==> src/rtl/inst_buffer_pkg.sv <==
// Shared types and defaults for the fetch-to-dispatch instruction buffer.
package inst_buffer_pkg;

  localparam int unsigned IB_DEPTH_DEF = 8;
  localparam int unsigned IB_PTR_W_DEF = $clog2(IB_DEPTH_DEF);

  typedef logic [IB_PTR_W_DEF-1:0] IB_PTR;

  // Decoded packet handed from fetch/decode to dispatch; contents are opaque to the buffer.
  typedef struct packed {
    logic [31:0] pc;
    logic [31:0] npc;
    logic [31:0] inst;
    logic [4:0]  dest_reg;
    logic        valid;
  } DP_PACKET;

endpackage

==> src/rtl/inst_buffer_if.sv <==
// Fetch/dispatch signal bundle of the instruction buffer.
// master: the surrounding pipeline (fetch, ROB/RS availability, squash).
// slave: the buffer itself.
interface inst_buffer_if
  import inst_buffer_pkg::*;
#(
  parameter int unsigned IB_DEPTH = IB_DEPTH_DEF
);

  localparam int unsigned IB_PTR_W = $clog2(IB_DEPTH);

  logic              if_valid;
  DP_PACKET          if_packet;
  logic              ib_if_ready;
  logic              rob_dp_available;
  logic              rs_dp_available;
  logic              squash;
  logic              dp_valid;
  DP_PACKET          dp_packet;
  logic              dp_fire;
  logic [IB_PTR_W:0] ib_count;
  logic              ib_empty;
  logic              ib_full;

  modport master (
    output if_valid, if_packet, rob_dp_available, rs_dp_available, squash,
    input  ib_if_ready, dp_valid, dp_packet, dp_fire, ib_count, ib_empty, ib_full
  );

  modport slave (
    input  if_valid, if_packet, rob_dp_available, rs_dp_available, squash,
    output ib_if_ready, dp_valid, dp_packet, dp_fire, ib_count, ib_empty, ib_full
  );

endinterface

==> src/rtl/inst_buffer_ib_ptr_ctr.sv <==
// Wrapping ring pointer for the instruction buffer; used for both head and tail.
module inst_buffer_ib_ptr_ctr #(
  parameter int unsigned PTR_W = 3
) (
  input  logic             clock,
  input  logic             reset,
  input  logic             clear,
  input  logic             inc,
  output logic [PTR_W-1:0] ptr
);

  logic [PTR_W-1:0] ptr_q, ptr_d;

  // Next pointer: clear wins, otherwise wrap naturally modulo 2**PTR_W.
  always_comb begin
    ptr_d = ptr_q;
    if (clear) begin
      ptr_d = '0;
    end else if (inc) begin
      ptr_d = ptr_q + PTR_W'(1);
    end
  end

  // Pointer register, asynchronously cleared.
  always_ff @(posedge clock or posedge reset) begin
    if (reset) begin
      ptr_q <= '0;
    end else begin
      ptr_q <= ptr_d;
    end
  end

  assign ptr = ptr_q;

endmodule

==> src/rtl/inst_buffer.sv <==
// Instruction buffer: circular FIFO between fetch and dispatch, holding packets in program
// order and flushing entirely on a mispredict squash.
// Optional build macro IB_BYPASS_EN: an empty buffer forwards if_packet straight to dispatch
// in the same cycle when dispatch can accept it.
module inst_buffer
  import inst_buffer_pkg::*;
#(
  parameter int unsigned IB_DEPTH = IB_DEPTH_DEF,
  parameter int unsigned IB_PTR_W = $clog2(IB_DEPTH)
) (
  input logic         clock,
  input logic         reset,
  inst_buffer_if.slave ib
);

  localparam int unsigned      CntW    = IB_PTR_W + 1;
  localparam logic [IB_PTR_W:0] FullCnt = IB_DEPTH[IB_PTR_W:0];

  DP_PACKET            mem_q [IB_DEPTH];
  logic [IB_PTR_W:0]   count_q, count_d;
  logic [IB_PTR_W-1:0] head_ptr, tail_ptr;

  logic     full, empty, both_avail, bypass;
  logic     enq, deq, fire;
  logic     dp_valid;
  DP_PACKET dp_packet;

  assign full       = (count_q == FullCnt);
  assign empty      = (count_q == '0);
  assign both_avail = ib.rob_dp_available & ib.rs_dp_available;

`ifdef IB_BYPASS_EN
  // Empty buffer with a dispatch slot ready: hand the fetched packet straight through.
  assign bypass = empty & ib.if_valid & both_avail & ~ib.squash;
`else
  assign bypass = 1'b0;
`endif

  // A bypassed packet is consumed on the spot, so it is neither written nor dequeued.
  assign enq  = ib.if_valid & ~full & ~ib.squash & ~bypass;
  assign fire = dp_valid & both_avail & ~ib.squash;
  assign deq  = fire & ~bypass;

  inst_buffer_ib_ptr_ctr #(
    .PTR_W (IB_PTR_W)
  ) u_head_ctr (
    .clock (clock),
    .reset (reset),
    .clear (ib.squash),
    .inc   (deq),
    .ptr   (head_ptr)
  );

  inst_buffer_ib_ptr_ctr #(
    .PTR_W (IB_PTR_W)
  ) u_tail_ctr (
    .clock (clock),
    .reset (reset),
    .clear (ib.squash),
    .inc   (enq),
    .ptr   (tail_ptr)
  );

  // Occupancy: squash empties; enq and deq together leave it unchanged.
  always_comb begin
    count_d = count_q;
    if (ib.squash) begin
      count_d = '0;
    end else begin
      count_d = count_q + CntW'(enq) - CntW'(deq);
    end
  end

  // Occupancy register.
  always_ff @(posedge clock or posedge reset) begin
    if (reset) begin
      count_q <= '0;
    end else begin
      count_q <= count_d;
    end
  end

  // Entry storage; dequeued and squashed entries are zeroed so stale packets never linger.
  always_ff @(posedge clock or posedge reset) begin
    if (reset) begin
      mem_q <= '{default: '0};
    end else if (ib.squash) begin
      mem_q <= '{default: '0};
    end else begin
      // enq and deq never target the same slot: both together imply 0 < count < depth.
      if (enq) begin
        mem_q[tail_ptr] <= ib.if_packet;
      end
      if (deq) begin
        mem_q[head_ptr] <= '0;
      end
    end
  end

  // Dispatch view: oldest entry, the bypassed fetch packet, or all-zero when nothing is live.
  always_comb begin
    dp_valid  = 1'b0;
    dp_packet = '0;
    if (bypass) begin
      dp_valid  = 1'b1;
      dp_packet = ib.if_packet;
    end else if (!empty) begin
      dp_valid  = 1'b1;
      dp_packet = mem_q[head_ptr];
    end
  end

  assign ib.dp_valid    = dp_valid;
  assign ib.dp_packet   = dp_packet;
  assign ib.dp_fire     = fire;
  assign ib.ib_count    = count_q;
  assign ib.ib_empty    = empty;
  assign ib.ib_full     = full;
  // Depends on occupancy only, keeping fetch readiness free of dispatch-side paths.
  assign ib.ib_if_ready = ~full;

endmodule

==> src/flat_wrapper.sv <==
// flat-port wrapper written by rule: the top's interface ports become plain ports
module inst_buffer_flat import inst_buffer_pkg::*;
#(
  parameter int unsigned IB_DEPTH = IB_DEPTH_DEF,
  parameter int unsigned IB_PTR_W = $clog2(IB_DEPTH)
)
  (clock, reset, ib_if_valid, ib_if_packet, ib_rob_dp_available, ib_rs_dp_available, ib_squash, ib_ib_if_ready, ib_dp_valid, ib_dp_packet, ib_dp_fire, ib_ib_count, ib_ib_empty, ib_ib_full);
  inst_buffer_if #(.IB_DEPTH(IB_DEPTH)) ib_i ();
  input logic clock;
  input logic reset;
  input wire logic [$bits(ib_i.if_valid)-1:0] ib_if_valid;
  input wire logic [$bits(ib_i.if_packet)-1:0] ib_if_packet;
  input wire logic [$bits(ib_i.rob_dp_available)-1:0] ib_rob_dp_available;
  input wire logic [$bits(ib_i.rs_dp_available)-1:0] ib_rs_dp_available;
  input wire logic [$bits(ib_i.squash)-1:0] ib_squash;
  output wire logic [$bits(ib_i.ib_if_ready)-1:0] ib_ib_if_ready;
  output wire logic [$bits(ib_i.dp_valid)-1:0] ib_dp_valid;
  output wire logic [$bits(ib_i.dp_packet)-1:0] ib_dp_packet;
  output wire logic [$bits(ib_i.dp_fire)-1:0] ib_dp_fire;
  output wire logic [$bits(ib_i.ib_count)-1:0] ib_ib_count;
  output wire logic [$bits(ib_i.ib_empty)-1:0] ib_ib_empty;
  output wire logic [$bits(ib_i.ib_full)-1:0] ib_ib_full;
  assign ib_i.if_valid = ib_if_valid;
  assign ib_i.if_packet = ib_if_packet;
  assign ib_i.rob_dp_available = ib_rob_dp_available;
  assign ib_i.rs_dp_available = ib_rs_dp_available;
  assign ib_i.squash = ib_squash;
  assign ib_ib_if_ready = ib_i.ib_if_ready;
  assign ib_dp_valid = ib_i.dp_valid;
  assign ib_dp_packet = ib_i.dp_packet;
  assign ib_dp_fire = ib_i.dp_fire;
  assign ib_ib_count = ib_i.ib_count;
  assign ib_ib_empty = ib_i.ib_empty;
  assign ib_ib_full = ib_i.ib_full;
  inst_buffer #(.IB_DEPTH(IB_DEPTH), .IB_PTR_W(IB_PTR_W)) u_core (.clock(clock), .reset(reset), .ib(ib_i));
endmodule
==> config.mk <==
export PLATFORM = sky130hd
export DESIGN_NAME = inst_buffer_flat
export DESIGN_NICKNAME = d
export VERILOG_FILES = /design/src/rtl/inst_buffer_pkg.sv /design/src/rtl/inst_buffer_if.sv /design/src/rtl/inst_buffer_ib_ptr_ctr.sv /design/src/rtl/inst_buffer.sv /design/src/flat_wrapper.sv
export SDC_FILE = /design/constraint.sdc
export NUM_CORES = 2
export LEC_CHECK = 0
export BUFFER_PORTS_ARGS = -buffer_cell sky130_fd_sc_hd__buf_2
export CORE_MARGIN = 10
export CORE_UTILIZATION = 40
export CTS_CLUSTER_SIZE = 14
export DETAILED_ROUTE_END_ITERATION = 6
export GPL_TIMING_DRIVEN = 0
export SETUP_SLACK_MARGIN = 0.4
export SLEW_MARGIN = 10
export SYNTH_ARGS = -nofsm -noshare
export SYNTH_HDL_FRONTEND = slang
export SYNTH_HIERARCHICAL = 1
export SYNTH_SLANG_ARGS = --single-unit
==> constraint.sdc <==
create_clock -name clock -period 30.6 [get_ports clock]
set_input_delay 6.12 -clock clock [delete_from_list [all_inputs] [get_ports clock]]
set_output_delay 6.12 -clock clock [all_outputs]
set_load 0.02 [all_outputs]
==> results.json <==
{
  "status": "finished, final reports clean",
  "power_density_nw_per_um2": 64.2,
  "synth-edff-count": 0,
  "htree_levels": 3,
  "clock_path_buffers": 3,
  "rsz0062_at_grt": "false",
  "wl_met3_um": 15600,
  "port_buffers": 116,
  "dieArea_um2": 103000,
  "period_minus_slack_ns": 13.38,
  "dr.pass1.iters": 6,
  "synth_xor_area_frac": 0.000963,
  "drt_iter0_drc": 4053,
  "cts-root-buf": "clkbuf_16",
  "synthSimpleGateAreaFrac": 0.00836,
  "maxCapViolCount": 0,
  "vias_per_cell": 7.17,
  "crit_family": "simple AND/OR/NAND/NOR gates",
  "numClockSinks": 826,
  "cts.clk_slew.worst_paths_ns": 0.05,
  "ir_drop_mv": 0.0443,
  "synthDistinctLibCells": 37,
  "coreArea_um2": 90100,
  "whs_ns": 0.550,
  "min_path_type": "reg -> reg",
  "fill_cells": 7917,
  "synth_fp_nets": 2828,
  "synthAdderAreaFrac": 0.00330,
  "gr-total-overflow": 0,
  "synth.area.mux_share": 0.000550,
  "slowest_stage": "nor3_4",
  "skew_ns": 0.0189,
  "detail-route-antenna-nets": 0,
  "grt.total_usage": 0.270,
  "met2WireLength_um": 64900,
  "drive_gt1_frac": 0.415,
  "pin_count": 219,
  "place_hpwl_um": 94900,
  "ys_seq_area_frac": 0.568,
  "grt_pass1_vias": 30800,
  "synth_compound_gate_area_share": 0.364,
  "startpoint_type": "input pin",
  "met1_length_um": 56700,
  "endpoint_kind": "output port",
  "die_w_um": 322,
  "fmax_mhz": 74.7,
  "synthFlopType": "dfrtp_1",
  "core.rowCount": 110,
  "clkLatencyLatePin_ns": 0.66,
  "synth_cells": 2711,
  "arrival_ns": 7.26,
  "cts-resized-gates": 0,
  "numCtsBuffers": 90,
  "cts_tree": "done",
  "yosysTopAreaCell": "dfrtp_1",
  "cp_max_fo": 14,
  "power_leakage_nw": 18.3,
  "async_flop_share": 1.00,
  "hold_viol_final": 0,
  "fin_area_um2": 41700,
  "die_y_um": 322,
  "post-route-drc-count": 0,
  "grt_antenna_before_repair": 23,
  "synth_common_cells": "dfrtp_1 (826), o221a_2 (816), a22oi_1 (204), clkbuf_1 (186), buf_1 (143)",
  "initial_core_util": 0.404,
  "worst-path-buf-inv": 2,
  "grt_max_degree": 126,
  "ys_ff_latch": 826,
  "top_layer": "met5",
  "placed_cell_area_um2": 38600,
  "wl_per_cell_um": 34.5,
  "worstSetupPathType": "in -> out",
  "place_congestion": 0.894,
  "finalCritPeriodShare": 0.437,
  "avgSynthCellArea_um2": 13.4,
  "grt_pass1_wl_um": 211000,
  "finalSetupViolations": 0,
  "dp.cells": 4010,
  "holdBufCountCts": 0,
  "synth.most_common_cell": "dfrtp_1",
  "yosysTopAreaCellShare": 0.568,
  "worst_path_most_repeated_cell": "buf_2",
  "cpPeakStageDelay_ns": 0.66,
  "netlist_top_cells_area": "dfrtp_1 (57%), o221a_2 (25%), a22oi_1 (4.2%)",
  "synth_top_family_by_area": "compound AO/OA/AOI/OAI gates",
  "synth-warning-count": 6,
  "instances_no_fill": 4187,
  "synth_area_um2": 36400,
  "area_growth_pct": 14.6,
  "max_slew_margin": 0.127,
  "fin_nets": 3043,
  "path_cells": "buf_2 -> nor3_4 -> buf_2",
  "worstMarginPinSlew_ns": 1.31,
  "maxSlewViolCount": 0,
  "postCtsSetupBuffers": 0,
  "crit_required_ns": 24.48,
  "num_vias": 30000,
  "routed_wl_um": 144000
}
[where the power goes]
group	leakage (nW)	internal (mW)	switching, mW
logic	5.31	0.109	0.300
registers	11.5	1.12	0.0218
clock network	1.49	0.656	0.466
total	18.3	1.89	0.787
[metrics by stage]
stage	utilization	worst slack [ns]	TNS [ns]	power, mW
after global placement	0.426	-6.01	-4796.07	1.56
final	0.463	17.22	0	2.68
after global routing	0.462	17.20	0	2.76
after CTS	0.462	17.23	0	2.68
after floorplan	-	1.45	0	1.40
after detailed placement	0.429	17.22	0	1.56
[worst register-to-register path, cell delays in order (launching register included)]
cell and delay (ns):
dfrtp_1 0.38, inv_1 0.12, ha_1 0.16, nand2_1 0.08
inv_2 0.21, nor3_4 0.16, a21oi_1 0.27, clkbuf_1 0.93
buf_1 0.66, o221a_2 0.34
[cell families (layout without fill, tap and decap cells)]
logic type / count (synthesis) / after routing
AOI/OAI and AO/OA: 1340 / 1340
DFF: 826 / 826
buffers and inverters: 483 / 767
and+or+nand+nor: 47 / 47
adders and majority gates: 9 / 9
xor gates and xnor gates: 4 / 4
muxes: 2 / 2
other: 0 / 16
[routing by layer]
layer	vias up	GRT usage
li1	11900	-
met1	15800	0.345
met2	1911	0.409
met3	381	0.0868
met4	24	0.135
met5	-	0
[area by class of cell]
type	instances	area, um2	area share
antenna	16	40.0	0.000960
multi-input combinational	1402	13700	0.329
buffer	472	1980	0.0474
timing repair buffer	123	773	0.0185
clock inverter	34	398	0.00954
inverter	11	48.8	0.00117
clock buffer	127	2620	0.0629
tap	1176	1470	0.0353
sequential	826	20700	0.496
[sequential cells by signal, summed over array words and instances, names as in the netlist]
name                   cells
u_core/ib.ib_count         4
u_core/mem_q             816
u_core/u_tail_ctr/ptr      3
u_core/u_head_ctr/ptr      3
[cell usage in the layout (no fill, tap or decap), types with 2 or more instances in the layout]
cell and n:
a21bo_1 2, clkinvlp_4 3, diode_2 16, nand4_1 2, nand3b_1 2, nand4b_1 3
a22oi_1 204, inv_6 6, buf_1 143, dfrtp_1 826, nor2b_1 3, inv_2 2
nor3b_2 3, bufinv_16 7, clkinv_2 16, nand2_1 4, clkbuf_8 21, a21oi_1 11
inv_1 8, buf_2 251, clkinv_8 2, clkbuf_2 5, a31oi_1 102, a22o_1 102
nor2_1 17, buf_4 8, a221oi_1 102, clkbuf_16 91, nand3_1 3, o221a_2 816
buf_16 7, ha_1 8, clkbuf_1 196, mux2i_1 2, xnor2_1 4
[final timing paths]
check	slack, ns	end	from	cells past startpoint
max in group asynchronous	22.53	u_core/mem_q[387]$_DFF_PP0_	reset	6
max reg2reg	27.24	u_core/mem_q[467]$_DFF_PP0_	u_core/ib.ib_count[2]$_DFF_PP0_	9
min in group asynchronous	5.44	u_core/u_head_ctr/ptr[0]$_DFFE_PP0P_	reset	2
min reg2reg	0.55	u_core/mem_q[151]$_DFF_PP0_	u_core/mem_q[151]$_DFF_PP0_	1
min	0.55	u_core/mem_q[151]$_DFF_PP0_	u_core/mem_q[151]$_DFF_PP0_	1
max	17.22	ib_dp_fire	ib_squash	3
No activity file was read; power rests on OpenSTA's default activity.
